**src/rtl/alu_pkg.sv**
```systemverilog
// Shared definitions for the execute stage: opcodes, controller state codes
// and the execute-stage FSM state type.
package alu_pkg;

  localparam logic [3:0] OP_NOP  = 4'h0;
  localparam logic [3:0] OP_ADD  = 4'h1;
  localparam logic [3:0] OP_SUB  = 4'h2;
  localparam logic [3:0] OP_AND  = 4'h3;
  localparam logic [3:0] OP_OR   = 4'h4;
  localparam logic [3:0] OP_XOR  = 4'h5;
  localparam logic [3:0] OP_NOT  = 4'h6;
  localparam logic [3:0] OP_SHL  = 4'h7;
  localparam logic [3:0] OP_SHR  = 4'h8;
  localparam logic [3:0] OP_MUL  = 4'h9;
  localparam logic [3:0] OP_CMPJ = 4'hA;
  localparam logic [3:0] OP_JMP  = 4'hB;
  localparam logic [3:0] OP_HALT = 4'hF;

  localparam logic [2:0] ST_IF  = 3'b000;
  localparam logic [2:0] ST_ID  = 3'b001;
  localparam logic [2:0] ST_RR  = 3'b010;
  localparam logic [2:0] ST_EX  = 3'b011;
  localparam logic [2:0] ST_RWB = 3'b100;
  localparam logic [2:0] ST_HLT = 3'b101;

  typedef enum logic [1:0] {
    S_IDLE = 2'd0,
    S_MUL  = 2'd1,
    S_HOLD = 2'd2
  } ex_state_t;

endpackage

```
**src/rtl/alu_exec_mul_shift_add.sv**
```systemverilog
// Iterative shift-add multiplier, one multiplier bit per clock.
// Handshake: start is accepted only while busy=0; busy stays high until the
// edge on which last=1, and product is the final result during that cycle.
module mul_shift_add #(
  parameter int WIDTH      = 8,
  parameter int MUL_CYCLES = 8
) (
  input  logic                 clk,
  input  logic                 reset,
  input  logic                 start,
  input  logic                 abort,
  input  logic [WIDTH-1:0]     a,
  input  logic [WIDTH-1:0]     b,
  output logic                 busy,
  output logic                 last,
  output logic [2*WIDTH-1:0]   product
);

  localparam int CW = (MUL_CYCLES > 1) ? $clog2(MUL_CYCLES) : 1;

  logic [2*WIDTH-1:0] mcand;
  logic [WIDTH-1:0]   mplier;
  logic [2*WIDTH-1:0] acc;
  logic [2*WIDTH-1:0] addend;
  logic [CW-1:0]      count;

  // product is the accumulator after this cycle's iteration
  always_comb begin
    addend  = mplier[count] ? (mcand << count) : '0;
    product = acc + addend;
    last    = busy && (count == CW'(MUL_CYCLES - 1));
  end

  always_ff @(posedge clk or posedge reset) begin
    if (reset) begin
      mcand  <= '0;
      mplier <= '0;
      acc    <= '0;
      count  <= '0;
      busy   <= 1'b0;
    end else if (abort) begin
      acc   <= '0;
      count <= '0;
      busy  <= 1'b0;
    end else if (start && !busy) begin
      mcand  <= {{WIDTH{1'b0}}, a};
      mplier <= b;
      acc    <= '0;
      count  <= '0;
      busy   <= 1'b1;
    end else if (busy) begin
      acc <= product;
      if (last) begin
        busy <= 1'b0;
      end else begin
        count <= count + 1'b1;
      end
    end
  end

endmodule

```
**src/rtl/alu_exec.sv**
```systemverilog
// Execute stage: samples operands in EX, produces registered write-back data,
// flags and jump decision; MUL stalls EX through ex_busy.
module alu_exec
  import alu_pkg::*;
#(
  parameter int WIDTH      = 8,
  parameter int MUL_CYCLES = 8
) (
  input  logic             clk,
  input  logic             reset,
  input  logic [2:0]       current_state,
  input  logic [3:0]       OPCODE,
  input  logic [WIDTH-1:0] op_a,
  input  logic [WIDTH-1:0] op_b,
  output logic [WIDTH-1:0] RF_data_in,
  output logic             flag_z,
  output logic             flag_c,
  output logic             jump_taken,
  output logic             ex_busy,
  output logic             ex_done
);

  ex_state_t          state;
  logic               in_ex;
  logic [WIDTH-1:0]   alu_res;
  logic               alu_c;
  logic               alu_wr;
  logic               mul_start;
  logic               mul_abort;
  logic               mul_busy;
  logic               mul_last;
  logic [2*WIDTH-1:0] mul_product;

  assign in_ex     = (current_state == ST_EX);
  assign mul_start = (state == S_IDLE) && in_ex && (OPCODE == OP_MUL) && !mul_busy;
  assign mul_abort = (state == S_MUL) && !in_ex;

  mul_shift_add #(
    .WIDTH      (WIDTH),
    .MUL_CYCLES (MUL_CYCLES)
  ) u_mul (
    .clk     (clk),
    .reset   (reset),
    .start   (mul_start),
    .abort   (mul_abort),
    .a       (op_a),
    .b       (op_b),
    .busy    (mul_busy),
    .last    (mul_last),
    .product (mul_product)
  );

  // alu_wr=0 marks opcodes that leave RF_data_in and flags untouched
  always_comb begin
    alu_res = '0;
    alu_c   = 1'b0;
    alu_wr  = 1'b1;
    case (OPCODE)
      OP_ADD: {alu_c, alu_res} = {1'b0, op_a} + {1'b0, op_b};
      OP_SUB: begin
        alu_res = op_a - op_b;
        alu_c   = (op_a < op_b);
      end
      OP_AND: alu_res = op_a & op_b;
      OP_OR:  alu_res = op_a | op_b;
      OP_XOR: alu_res = op_a ^ op_b;
      OP_NOT: alu_res = ~op_a;
      OP_SHL: begin
        alu_res = {op_a[WIDTH-2:0], 1'b0};
        alu_c   = op_a[WIDTH-1];
      end
      OP_SHR: begin
        alu_res = {1'b0, op_a[WIDTH-1:1]};
        alu_c   = op_a[0];
      end
      default: alu_wr = 1'b0;
    endcase
  end

  always_ff @(posedge clk or posedge reset) begin
    if (reset) begin
      state      <= S_IDLE;
      RF_data_in <= '0;
      flag_z     <= 1'b0;
      flag_c     <= 1'b0;
      jump_taken <= 1'b0;
      ex_busy    <= 1'b0;
      ex_done    <= 1'b0;
    end else begin
      case (state)
        S_IDLE: begin
          if (in_ex) begin
            if (OPCODE == OP_MUL) begin
              ex_busy <= 1'b1;
              state   <= S_MUL;
            end else begin
              ex_done    <= 1'b1;
              jump_taken <= (OPCODE == OP_JMP) || ((OPCODE == OP_CMPJ) && (op_a == op_b));
              state      <= S_HOLD;
              if (alu_wr) begin
                RF_data_in <= alu_res;
                flag_z     <= (alu_res == '0);
                flag_c     <= alu_c;
              end
            end
          end
        end
        S_MUL: begin
          // leaving EX mid-multiply drops the operation without a result
          if (!in_ex) begin
            ex_busy <= 1'b0;
            state   <= S_IDLE;
          end else if (mul_last) begin
            RF_data_in <= mul_product[WIDTH-1:0];
            flag_c     <= |mul_product[2*WIDTH-1:WIDTH];
            flag_z     <= (mul_product[WIDTH-1:0] == '0);
            ex_busy    <= 1'b0;
            ex_done    <= 1'b1;
            state      <= S_HOLD;
          end
        end
        S_HOLD: begin
          if (!in_ex) begin
            ex_done    <= 1'b0;
            jump_taken <= 1'b0;
            state      <= S_IDLE;
          end
        end
        default: state <= S_IDLE;
      endcase
    end
  end

endmodule

```
**config.mk**
```make
export PLATFORM = sky130hd
export DESIGN_NAME = alu_exec
export DESIGN_NICKNAME = d
export VERILOG_FILES = /design/src/rtl/alu_pkg.sv /design/src/rtl/alu_exec_mul_shift_add.sv /design/src/rtl/alu_exec.sv
export SDC_FILE = /design/constraint.sdc
export NUM_CORES = 1
export LEC_CHECK = 0
export ABC_AREA = 1
export CORE_ASPECT_RATIO = 1.25
export CORE_MARGIN = 2
export CORE_UTILIZATION = 45
export CTS_BUF_LIST = sky130_fd_sc_hd__clkbuf_4
export CTS_CLUSTER_DIAMETER = 200
export DETAILED_ROUTE_END_ITERATION = 10
export PLACE_DENSITY = 0.65
export SLEW_MARGIN = 10
export SYNTH_ARGS = -nofsm -noshare
export SYNTH_HDL_FRONTEND = slang
export SYNTH_SLANG_ARGS = --single-unit
```
**constraint.sdc**
```tcl
create_clock -name clk -period 2.75 [get_ports clk]
set_clock_uncertainty 0.2 [all_clocks]
set_input_delay 0.55 -clock clk [delete_from_list [all_inputs] [get_ports clk]]
set_output_delay 0.55 -clock clk [all_outputs]
set_load 0.005 [all_outputs]
```
==> impl_table.tex <==
\begin{tabular}{lr}
\hline
Metric & Value \\
\hline
\multicolumn{2}{l}{\textbf{Placed design}} \\
\quad Final GP Congestion & between 0.9 and 1 \\
\quad Worst slack at placement & -403 ps \\
\quad HPWL after DPL & 14.2 mm \\
\quad Input/output buffers & 37 \\
\multicolumn{2}{l}{\textbf{Global routing}} \\
\quad Met3 track demand over resource & 3.35\% \\
\quad Global-route wire length before repair & 28.5 mm \\
\quad Overall routing resource usage & between 30\% and 40\% \\
\quad M2 GR Usage & between 50\% and 60\% \\
\quad Maximum number of pins on one net before global-route repair & 36 \\
\quad Initial antenna violation count & 1 \\
\quad Vias in the first global route & 5963 \\
\quad Routing layer with the top usage in global route & met2 \\
\quad Overall overflow remaining after global route & 0 \\
\quad Grt met1 use & between 30\% and 40\% \\
\multicolumn{2}{l}{\textbf{Detailed routing}} \\
\quad WL/cell & between 15 and 20 um \\
\quad Count of antenna-violating nets left after detailed routing & 0 \\
\quad Via count normalized by instance count & 5.40 \\
\quad TritonRoute pass-1 iters & 7 \\
\quad DR vias & slightly below 6k \\
\quad Post-route DRC & 0 \\
\quad DRC marker count from the first detailed-route iteration & around 340 \\
\quad Routed wire length & 18.3 mm \\
\multicolumn{2}{l}{\textbf{Power and ir drop}} \\
\quad Largest voltage drop on the vdd net & about 0.37 mV \\
\quad Lkg Pwr & roughly 3.6 nW \\
\quad Power density over the cells & a little over 600 nW/um\^{}2 \\
\quad Total Power & between 4 and 5 mW \\
\multicolumn{2}{l}{\textbf{Die}} \\
\quad Area of the placeable core & $\sim$11000 sq um \\
\quad Die height & around 120 um \\
\quad IO Count & 38 \\
\quad Row count & between 40 and 50 \\
\quad Die footprint & roughly 12000 sq um \\
\quad Starting utilization of the core area & a little under half \\
\quad Die boundary width & between 90 and 100 um \\
\multicolumn{2}{l}{\textbf{Timing}} \\
\quad Slew at the pin closest to its max-slew limit & roughly 650 ps \\
\quad Final critical-path share of the clock period & 110\% \\
\quad Endpoints failing setup & 12 \\
\quad Setup WS post-layout & -285 ps \\
\quad Count of endpoints failing hold in the final timing report & 0 \\
\quad Highest clock frequency the design can meet & 0.330 GHz \\
\quad Final period demand of the worst path & 3030 ps \\
\quad Max-slew violation total from the final report & 0 \\
\quad RSZ-0062 raised after global routing & yes \\
\quad Slew HR & 56.6\% \\
\multicolumn{2}{l}{\textbf{Cells and area}} \\
\quad Area grow syn2layout & 44.0\% \\
\quad Layout cell share with drive strength beyond 1 & a little over a quarter \\
\quad Nets & between 1k and 1.5k \\
\quad Fillcell total & about 930 \\
\multicolumn{2}{l}{\textbf{Critical path}} \\
\quad Startpoint-to-endpoint class of the critical path & flip-flop to flip-flop \\
\quad Cell with the largest stage delay on the worst path & sky130\_fd\_sc\_hd\_\_dfrtp\_2 \\
\quad Largest stage delay, worst path & $\sim$450 ps \\
\quad Most frequent CP cell & sky130\_fd\_sc\_hd\_\_nand2\_1 \\
\quad Type of element capturing the critical path & flip-flop \\
\quad Worst Reg2Reg Path Length in Cells & 21 \\
\quad Required time reported for the critical path endpoint & 2860 ps \\
\quad Data arrival time at the worst-slack endpoint & 3150 ps \\
\quad Max FO, Critical Path & 7 \\
\quad Cell-by-cell trace of the critical path & buf\_6 -> mux2i\_2 -> nor2\_1 -> a31oi\_2 -> nor2\_1 -> o21ai\_1 -> inv\_2 -> ha\_4 -> nand2\_2 -> inv\_1 -> nand2\_1 -> nand2\_1 -> inv\_1 -> nand3\_1 -> nand2\_1 -> inv\_1 -> nand2\_1 -> nor2\_1 -> nand3\_1 -> nand2\_1 -> nand2\_1 \\
\quad CP Launch Type & flip-flop \\
\multicolumn{2}{l}{\textbf{Run status}} \\
\quad Violations in the final reports & negative setup slack \\
\quad Run status & finished with violations \\
\multicolumn{2}{l}{\textbf{Yosys}} \\
\quad Fraction of registers with async set or reset after synthesis & 100\% \\
\quad Number of library cell types mapped by synthesis & 39 \\
\quad Sequential element share of the synthesized area & between 20\% and 30\% \\
\quad Post-Syn Instances & 777 \\
\quad Most area-hungry cell type in the Yosys netlist & sky130\_fd\_sc\_hd\_\_dfrtp\_1 \\
\quad Number of flip-flops and latches in the synthesized netlist & slightly above 50 \\
\quad Number of enable flip-flop cells after synthesis & 0 \\
\quad Top cell type's share of synthesized area & 26.1\% \\
\quad Top cells by area, synth & sky130\_fd\_sc\_hd\_\_dfrtp\_1, sky130\_fd\_sc\_hd\_\_nand2\_1, sky130\_fd\_sc\_hd\_\_ha\_1 \\
\quad Prevailing post-synth register cell & sky130\_fd\_sc\_hd\_\_dfrtp\_1 \\
\quad Most frequent cell after synthesis & sky130\_fd\_sc\_hd\_\_nand2\_1 \\
\quad Post-synth top cells & sky130\_fd\_sc\_hd\_\_nand2\_1, sky130\_fd\_sc\_hd\_\_inv\_1, sky130\_fd\_sc\_hd\_\_nor2\_1 \\
\quad Average instance area after synthesis & about 6.3 sq um \\
\quad Summed instance area of the synthesized netlist & 4890 sq um \\
\quad Yosys warning total & 0 \\
\quad Net count of the mapped netlist & 849 \\
\multicolumn{2}{l}{\textbf{Clock network}} \\
\quad Clock-pin slew of the registers on the worst-case setup and hold paths & around 170 ps \\
\quad Deepest level of the CTS H-tree & 2 \\
\quad Buffer cell driving the clock tree root & sky130\_fd\_sc\_hd\_\_clkbuf\_4 \\
\quad CTS tree & done \\
\quad Number of buffers added by the clock tree synthesis step & 5 \\
\quad Largest buffer count on any clock path & 2 \\
\quad Hold Buf Count CTS & 0 \\
\quad Total number of clock tree sinks & between 50 and 60 \\
\quad Clock insertion delay at the later pin of the skew report & a little over 400 ps \\
\multicolumn{2}{l}{\textbf{Run}} \\
\quad Max cap viols & 0 \\
\multicolumn{2}{l}{\textbf{Worst hold path}} \\
\quad Type of the most critical hold path & input port to async pin \\
\hline
\end{tabular}
-- critical path: cells and delay by family, from the launching register on --
kind | cells | cell delay, ps
multiplexers | 1 | 230
AO/OA/AOI/OAI | 2 | 340
buffers and inverters | 5 | 450
AND/OR/NAND/NOR | 12 | 980
flip-flops | 1 | 450
adder cells (fa/ha/maj) | 1 | 300
-- path summary, 6_finish.rpt --
kind | to | slack, ps | start
max | flag_c | -280 | u_mul.count[0]
min | RF_data_in[0] | 260 | reset
max reg2reg | flag_c | -280 | u_mul.count[0]
min reg2reg | u_mul.mplier[5] | 310 | u_mul.mplier[5]
max in group asynchronous | u_mul.count[2] | 1500 | reset
min in group clk | u_mul.mplier[5] | 310 | u_mul.mplier[5]
-- stage by stage --
step | utilization, % | hold slack (ps) | instance area [sq um] | instances | TNS [ps]
after floorplan | - | 248 | 4950 | 777 | -9.11
after global placement | 60.5 | 269 | 6390 | 1060 | -3210
after detailed placement | 60.5 | 270 | 6390 | 1060 | -3990
after CTS | 64.0 | 272 | 6770 | 1074 | -952
after global routing | 66.6 | 295 | 7040 | 1079 | -4330
final | 66.6 | 263 | 7040 | 1079 | -1580
-- power by group --
group / total [mW] / leakage, nW / switching [mW] / internal (mW)
combinational: 2.77 / 2.91 / 1.47 / 1.30
clock: 0.460 / 0.0452 / 0.268 / 0.192
sequential: 1.10 / 0.678 / 0.170 / 0.925
-- cell families after synthesis --
family,share of synthesized area (%)
AO/OA/AOI/OAI,13.5
XOR/XNOR,1.25
adder cells (fa/ha/maj),12.5
buffers and inverters,10.4
flip-flops,26.1
multiplexers,0.410
AND/OR/NAND/NOR,35.8
-- flip-flops by register name (all words and copies together) (netlist names) --
register,cells
RF_data_in,8
ex_busy,1
ex_done,1
flag_c,1
flag_z,1
jump_taken,1
state,2
u_mul.acc,16
u_mul.busy,1
u_mul.count,3
u_mul.mcand,8
u_mul.mplier,8
-- layout by cell type, fill, tap and decap left out, drive strengths merged, types with 2 or more instances in the layout --
cell type / instances
clkinv: 2
o21bai: 2
a21oi: 31
fa: 3
o21ai: 73
nor2: 97
dfrtp: 51
o22ai: 9
xor2: 6
ha: 44
nand3b: 5
mux2i: 2
buf: 141
inv: 114
clkbuf: 5
nand3: 70
clkdlybuf4s50: 37
nor3: 9
nand4: 9
o31ai: 2
nand2: 223
-- timing repair --
action	CTS	global route
gates cloned	1	0
buffers inserted	5	5
pin swaps	20	25
setup endpoints to repair	18	21
gates resized for setup	61	63
-- layer usage --
layer | part of all wire [%] | routed length [um]
met2 | 54 | 9810
met5 | 0 | 0
met4 | 6.3 | 1150
met1 | 36 | 6640
met3 | 4.0 | 724
-- cell type report --
type	instances	area (sq um)	area share, %
Multi-Input combinational cell	595	3600	51.2
Timing Repair Buffer	178	1480	21.0
Sequential cell	51	1280	18.2
Inverter	114	430	6.12
Tap cell	132	165	2.35
Clock inverter	3	43.8	0.622
Clock buffer	5	37.5	0.533
Antenna cell	1	2.50	0.0356
(Power assumes the default switching activity.)
